File: config.mk
export PLATFORM = sky130hd
export DESIGN_NAME = mod3_residue
export DESIGN_NICKNAME = d
export VERILOG_FILES = /design/src/rtl/addr8u_chk_pkg.sv /design/src/rtl/mod3_residue.sv
export SDC_FILE = /design/constraint.sdc
export NUM_CORES = 1
export LEC_CHECK = 0
export ABC_AREA = 1
export CORE_AREA = 2 2 39 41
export DETAILED_ROUTE_END_ITERATION = 12
export DIE_AREA = 0 0 41 43
export PLACE_DENSITY = 0.61
export SLEW_MARGIN = 20
export SYNTH_ARGS = -nofsm -noshare
export SYNTH_HDL_FRONTEND = slang
export SYNTH_SLANG_ARGS = --single-unit
export TNS_END_PERCENT = 20
File: constraint.sdc
create_clock -name vclk -period 5.2
set_input_delay 1.04 -clock vclk [all_inputs]
set_output_delay 1.04 -clock vclk [all_outputs]
set_load 0.05 [all_outputs]
File: src/rtl/addr8u_chk_pkg.sv
// addr8u_chk_pkg: shared widths, residue type and mod-3 residue addition
package addr8u_chk_pkg;
  localparam int OP_W = 8;
  localparam int SUM_W = 9;
  typedef logic [1:0] residue_t;
  function automatic residue_t res_add_mod3(input residue_t a, input residue_t b);
    logic [2:0] s;
    s = {1'b0, a} + {1'b0, b};
    return (s >= 3'd3) ? residue_t'(s - 3'd3) : s[1:0];
  endfunction
endpackage

File: src/rtl/mod3_residue.sv
// mod3_residue: combinational W-bit value to mod-3 residue using +1/-1 alternating bit weights
module mod3_residue
  import addr8u_chk_pkg::*;
#(
  parameter int W = 8
) (
  input  logic [W-1:0] x,
  output residue_t     r
);
  always_comb begin
    r = '0;
    for (int i = 0; i < W; i++)
      if (x[i]) r = res_add_mod3(r, (i % 2 == 1) ? 2'd2 : 2'd1);
  end
endmodule

After elaboration in Yosys (flattened, before gate mapping)
Cells that the tools add are included.

storage, ports and cells
  register bits after elaboration = 0
  input port bits = 8
  output and inout port bits = 2
  logic and storage cells = 36

cells by class
  add/sub/neg operators = 14
  magnitude comparators = 7
  muxes and demuxes = 15

operator list
  operator                                                           count
  two-way mux 2 bit                                                  14
  greater-or-equal comparator 3 x 2 -> 1 bit, second input constant  7
  subtractor 2 bit, second input constant                            7
  adder 2 x 1 -> 3 bit, second input constant                        3
  adder 2 x 2 -> 3 bit, second input constant                        3
  adder 1 x 2 -> 3 bit, second input constant                        1
  two-way mux 1 bit                                                  1

Logic depth before layout (Yosys ltp)
Gate-level depths: netlist (run 1).

  depth after elaboration = 29
  mapped depth = 21

Least setup slack after synthesis (run 1)
OpenSTA, ideal clock, no wires.

  kind = input port to output port
  start = in x[0]
  end = out r[1]
  data arrival time = 3.905 ns
  setup slack = 0.255 ns
  cell stages on the path = 21
  buffers on the path = 0
  cell sequence = inv_1 > ha_1 > inv_1 > nand2_1 > and2_1 > inv_1 > ha_1 > or2_4 > nand2_2 > nand2_1 > nand2_2 > nand2_1 > nand2_1 > nand3_2 > and2_1 > ha_1 > or2_2 > and2_1 > ha_1 > nand2_1 > nand2_1

on the way
  longest elaborated chain between the ends = 29
  elaborated cells on any way between the ends = 36
  classes of those cells = add/sub (14); order compare (7); mux (15)

RTL lines
  what                                                                                   RTL line             source
  start, declared                                                                        mod3_residue.sv:7    input logic [W-1:0] x,
  two-way mux 1 bit *                                                                    mod3_residue.sv:13   if (x[i]) r = res_add_mod3(r, (i % 2 == 1) ? 2'd2 : 2'd1);
  adder 1 x 2 -> 3 bit                                                                   addr8u_chk_pkg.sv:8  s = {1'b0, a} + {1'b0, b};
  greater-or-equal comparator 3 x 2 -> 1 bit / subtractor 2 bit (equally long branches)  addr8u_chk_pkg.sv:9  return (s >= 3'd3) ? residue_t'(s - 3'd3) : s[1:0];
  two-way mux 2 bit                                                                      addr8u_chk_pkg.sv:9
  two-way mux 2 bit *                                                                    mod3_residue.sv:13
  adder 2 x 1 -> 3 bit                                                                   addr8u_chk_pkg.sv:8
  greater-or-equal comparator 3 x 2 -> 1 bit / subtractor 2 bit (equally long branches)  addr8u_chk_pkg.sv:9
  two-way mux 2 bit                                                                      addr8u_chk_pkg.sv:9
  [13 not listed]                                                                        --
  adder 2 x 1 -> 3 bit                                                                   addr8u_chk_pkg.sv:8
  greater-or-equal comparator 3 x 2 -> 1 bit / subtractor 2 bit (equally long branches)  addr8u_chk_pkg.sv:9
  two-way mux 2 bit                                                                      addr8u_chk_pkg.sv:9
  two-way mux 2 bit *                                                                    mod3_residue.sv:13
  adder 2 x 2 -> 3 bit                                                                   addr8u_chk_pkg.sv:8
  greater-or-equal comparator 3 x 2 -> 1 bit / subtractor 2 bit (equally long branches)  addr8u_chk_pkg.sv:9
  two-way mux 2 bit                                                                      addr8u_chk_pkg.sv:9
  two-way mux 2 bit *                                                                    mod3_residue.sv:13
  end, declared                                                                          mod3_residue.sv:8    output residue_t r

Mark *: on every way between the ends. The rest lies on a longest branch, timed or not.

Worst setup path in the final report (run 1)
  start = in x[1]
  end = out r[1]

on the way
  longest elaborated chain between the ends = 25
  elaborated cells on any way between the ends = 31
  classes of those cells = add/sub (12); order compare (6); mux (13)

RTL lines
  what                                                                                   RTL line
  two-way mux 2 bit *                                                                    mod3_residue.sv:13
  adder 2 x 1 -> 3 bit                                                                   addr8u_chk_pkg.sv:8
  greater-or-equal comparator 3 x 2 -> 1 bit / subtractor 2 bit (equally long branches)  addr8u_chk_pkg.sv:9
  two-way mux 2 bit                                                                      addr8u_chk_pkg.sv:9
  two-way mux 2 bit *                                                                    mod3_residue.sv:13
  adder 2 x 2 -> 3 bit                                                                   addr8u_chk_pkg.sv:8
  greater-or-equal comparator 3 x 2 -> 1 bit / subtractor 2 bit (equally long branches)  addr8u_chk_pkg.sv:9
  two-way mux 2 bit                                                                      addr8u_chk_pkg.sv:9
  [9 not listed]                                                                         --
  adder 2 x 1 -> 3 bit                                                                   addr8u_chk_pkg.sv:8
  greater-or-equal comparator 3 x 2 -> 1 bit / subtractor 2 bit (equally long branches)  addr8u_chk_pkg.sv:9
  two-way mux 2 bit                                                                      addr8u_chk_pkg.sv:9
  two-way mux 2 bit *                                                                    mod3_residue.sv:13
  adder 2 x 2 -> 3 bit                                                                   addr8u_chk_pkg.sv:8
  greater-or-equal comparator 3 x 2 -> 1 bit / subtractor 2 bit (equally long branches)  addr8u_chk_pkg.sv:9
  two-way mux 2 bit                                                                      addr8u_chk_pkg.sv:9
  two-way mux 2 bit *                                                                    mod3_residue.sv:13

Marked as above.

==> results of run 1 <==
-- worst max path at each step --
stage                     slack, ps  cells past startpoint    to
after global routing             -8                     23  r[1]
after CTS                         2                     23  r[1]
final                           180                     21  r[1]
after global placement         -280                     23  r[1]
after floorplan                 260                     21  r[1]
after detailed placement       -330                     23  r[1]
-- cell usage in the layout, fill, tap and decap left out, types with 2 or more instances in the layout --
cell type,netlist,routed
nand2_1,27,21
buf_4,0,17
nand3_1,10,9
nand2_2,3,8
inv_2,3,6
inv_1,9,6
ha_1,8,6
nand3_2,4,5
clkdlybuf4s50_1,0,5
or2_1,2,2
nand2_4,1,2
and2_1,3,2
o21ai_2,2,2
clkbuf_2,0,2
-- metrics by stage --
step / utilization [%] / setup WS, ps / hold slack (ps)
global route: 52.0 / -7.53 / 2930
detailed placement: 49.2 / -334 / 2870
finish: 52.0 / 184 / 2890
global placement: 49.2 / -279 / 2870
floorplan: - / 255 / 2240
CTS: 50.4 / 1.71 / 2870
-- final cells by class --
| class | instances | share of cell area, % |
|---|---|---|
| inverters | 12 | 6.26 |
| repair buffers | 26 | 30.1 |
| well taps | 16 | 2.78 |
| multi-input cells | 64 | 60.9 |
-- critical path, stage by stage --
cell      delay [ps]
clkbuf_2         130
ha_4             270
inv_2             40
nand2_2           60
and2_1           120
inv_1             40
ha_1             280
or2_4            240
buf_4            140
nand3_1           70
nand2_1           70
nand3_2           70
nand3_2           70
and2_4           150
ha_1             160
or2_2            290
and2_1           160
ha_1             290
nand2_2           80
nand2_2           70
buf_12           150
-- power groups by stage --
stage | clock network [mW] | registers (mW) | logic [mW]
final | 0 | 0 | 0.0975
after detailed placement | 0 | 0 | 0.0904
after global placement | 0 | 0 | 0.0886
after CTS | 0 | 0 | 0.0934
after global routing | 0 | 0 | 0.109
after floorplan | 0 | 0 | 0.0506
-- cells by family (layout without fill, tap and decap cells) --
logic type,Yosys count,count (layout),share of synthesized area [%]
AND/OR/NAND/NOR,52,52,60.8
buffers and inverters,12,38,10.2
adder cells (fa/ha/maj),8,8,22.7
AO/OA/AOI/OAI,4,4,6.25
-- per-layer routing --
metal / vias to the layer above / routed length [um] / share of wire [%] / global-route usage [%]
met4: 0 / 0 / 0 / 0
met5: - / 0 / 0 / 0
met3: 0 / 22 / 2.2 / 0
met2: 5 / 553 / 54 / 24.7
li1: 293 / - / - / -
met1: 214 / 440 / 43 / 18.0
-- repair_timing --
action                                  4_1_cts  5_1_grt
pin swaps                                     3        4
resized for setup                             9       13
endpoints found under the setup margin        2        2
setup buffers                                 0        1
==> impl_metrics.toml, run 1 <==
[worst_setup_path]
path_max_fanout = 3
setup.worst_path.start = "x[1]"
end_kind = "output pin"
crit_arrival_ps = 3980
required_ps = 4160
path_class = "in -> out"
critPathLaunchType = "primary input"

[synthesis]
synth.net_count = 92
avgSynthCellArea_um2 = 5.80
yosys.area.top_type = "nand2_1"
yosys.area.top_type_share_pct = 23.0
synth_common_cells = "27 x nand2_1, 10 x nand3_1, 9 x inv_1"
yosysSeqAreaShare_pct = 0
synthCells = 76
netlist_area_um2 = 440
synth_area_leaders = "nand2_1 23%, ha_1 23%, nand3_1 11%, nand3_2 9.1%, inv_1 7.7%"
synth_cell_type_count = 15
synth_most_common_cell = "nand2_1"
yosys_warnings = 0

[placement]
placed_area_um2 = 681
port_buffers = 10
dp.cells = 117
dpl.hpwl_um = 864
gp_congestion = 0.746

[power_and_ir_drop]
power.switching_mw = 0.0496
switching_share_pct = 50.8
p_per_area_mw_per_mm2 = 136
cellLeakagePower_nw = 0.402
power.total_mw = 0.0975
seq_power_share_pct = 0
clockPowerShare_pct = 0
peakVddDrop_mv = 0.0465
p_comb_share_pct = 100.0
p_int_mw = 0.0479

[finish]
num-clock-buffers = 0
fill_cells = 153
seqCellArea_um2 = 0
design.seq.count = 0
diodes = 0
final_area_um2 = 719
stdcell_count = 118
area_delta_synth_final_pct = 63.4
nets = 120
drive_gt1_share_pct = 47.1
multi_input_area_um2 = 438

[grt]
grt-ovfl-total = 0
gr-usage-all-layers_pct = 13.6
grt_pass1_vias = 462
grt_antenna_before_repair = 0
grt_pass1_wl_um = 1770
grt_max_degree = 8

[floorplan]
die_w_um = 41
fp.coreArea_mm2 = 0.00138
dieArea_mm2 = 0.00176
start_util_pct = 31.8
ios = 10
rows = 14
fp.dieH_um = 43

[detailed_routing]
drtPass1Iterations = 2
ant_nets = 0
drt_iter0_drc = 2
dr_total_vias = 512
post_drt_via_cell_ratio = 4.34
wirelength_um = 1020
drcViolationCount = 0
post_drt_wl_per_cell_um = 8.61

[worst_hold_path]
min_from = "x[7]"
min_to = "r[1]"
hold_class = "in -> out"
min_path_cells = 4

[clocking]
cts_hold_buf = 0

[status]
run_status = "finished clean"

[timing]
worst_pin_slew_ps = 233
fin_setup_tns_ps = 0
relSlewSlack_pct = 84.5
fmax_ghz = 0.199
finalHoldViolCount = 0
drv_slew = 0
fin_crit_sh_pct = 96.5
period_needed_ps = 5020
setup_viol = 0

[run]
drv_cap = 0
(Power assumes the default switching activity.)
==> run 2, diff against run 1 <==
- PLACE_DENSITY: 0.61 -> 0.54
==> impl_metrics.toml, run 2 (synthesis results as in run 1) <==
[detailed_routing]
drt_iter0_drc = 3
drtPass1Iterations = 4
dr_total_vias = 501
wirelength_um = 911
ant_nets = 0
post_drt_via_cell_ratio = 4.25
drcViolationCount = 0
post_drt_wl_per_cell_um = 7.72

[placement]
dpl.hpwl_um = 803
gp_congestion = 0.768
dp.cells = 117
port_buffers = 10
dp_slack_ps = -340

[timing]
fmax_ghz = 0.202
grt_setup_unrepaired = "false"
worst_hold_slack_ps = 2870
period_needed_ps = 4960
setup_viol = 0
relSlewSlack_pct = 84.5
fin_crit_sh_pct = 95.3
finalHoldViolCount = 0
worst_pin_slew_ps = 233
setup_ws_ps = 243
drv_slew = 0

[grt]
grt_pass1_wl_um = 1790
gr-usage-all-layers_pct = 13.4
grt-ovfl-total = 0
grt_max_degree = 8
grt_antenna_before_repair = 0
grt_pass1_vias = 487

[power_and_ir_drop]
p_per_area_mw_per_mm2 = 134
peakVddDrop_mv = 0.0441
cellLeakagePower_nw = 0.408

[worst_setup_path]
path_class = "in -> out"
critPathTopFamily = "simple AND/OR/NAND/NOR gates"
path_max_fanout = 3
path_buf_inv = 5
critPathSlowestCell = "ha_1"
end_kind = "output pin"
required_ps = 4160
path_cells = "clkbuf_2, inv_2, ha_4, inv_1, nand2_2, and2_4, inv_1, ha_1, or2_4, nand2_4, nand2_1, nand2_2, nand2_2, nand2_2, nand3_2, and2_4, ha_1, or2_4, and2_1, ha_1, nand2_1, nand2_2, buf_12"
slowest_delay_ps = 270
cpMostUsedCell = "nand2_2"
crit_arrival_ps = 3920
critPathLaunchType = "primary input"

[finish]
nets = 120
seqCellArea_um2 = 0
num-clock-buffers = 0
area_delta_synth_final_pct = 62.2
design.seq.count = 0
utilization_pct = 51.6
final_cell_mix = "22 x nand2_1, 17 x buf_4, 10 x nand3_1"
drive_gt1_share_pct = 43.1
diodes = 0
mostFrequentLayoutCell = "nand2_1"
stdcell_count = 118

[worst_hold_path]
hold_class = "in -> out"
min_to = "r[0]"
min_path_cells = 3
min_from = "x[7]"

[floorplan]
ios = 10
fp.coreArea_mm2 = 0.00138
fp.dieH_um = 43
start_util_pct = 31.8
dieArea_mm2 = 0.00176
rows = 14
die_w_um = 41

[status]
run_status = "finished clean"

[run]
drv_cap = 0

[clocking]
cts_hold_buf = 0
==> run 2: worst max path at each step <==
stage	from	to	depth (start not counted)
2_1_floorplan	x[0]	r[1]	21
3_3_place_gp	x[0]	r[1]	23
3_5_place_dp	x[0]	r[1]	23
4_1_cts	x[0]	r[1]	23
5_1_grt	x[0]	r[1]	23
6_report	x[0]	r[1]	23
==> run 2: area by class of cell <==
| class | instances | area [um^2] |
|---|---|---|
| Fill cell | 151 | 669 |
| Tap cell | 16 | 20.0 |
| Multi-Input combinational cell | 64 | 433 |
| Inverter | 12 | 45.0 |
| Timing Repair Buffer | 26 | 216 |
==> run 2: stage by stage <==
step / power, mW / setup TNS (ps) / cell area [um^2]
6_report: 0.0956 / 0 / 714
5_1_grt: 0.108 / 0 / 714
4_1_cts: 0.0916 / 0 / 698
3_5_place_dp: 0.0893 / -572 / 681
3_3_place_gp: 0.0883 / -495 / 681
2_1_floorplan: 0.0506 / 0 / 440
==> run 2: timing repair <==
item,CTS,global route
pin swaps,3,4
endpoints found under the setup margin,2,2
gates cloned,0,0
buffers inserted,0,1
resized for setup,8,10
==> run 2: layer usage <==
metal | wire length, um | global-route usage, % | up-vias
met5 | 0 | 0 | -
met4 | 0 | 0 | 0
met3 | 20 | 0 | 0
met2 | 425 | 22.2 | 6
met1 | 465 | 19.9 | 204
li1 | - | - | 291
==> run 2: power by group <==
| group | leakage [nW] | internal (mW) | switching [mW] | total (mW) |
|---|---|---|---|---|
| clock network | 0 | 0 | 0 | 0 |
| registers | 0 | 0 | 0 | 0 |
| logic | 0.408 | 0.0478 | 0.0478 | 0.0956 |
| total | 0.408 | 0.0478 | 0.0478 | 0.0956 |
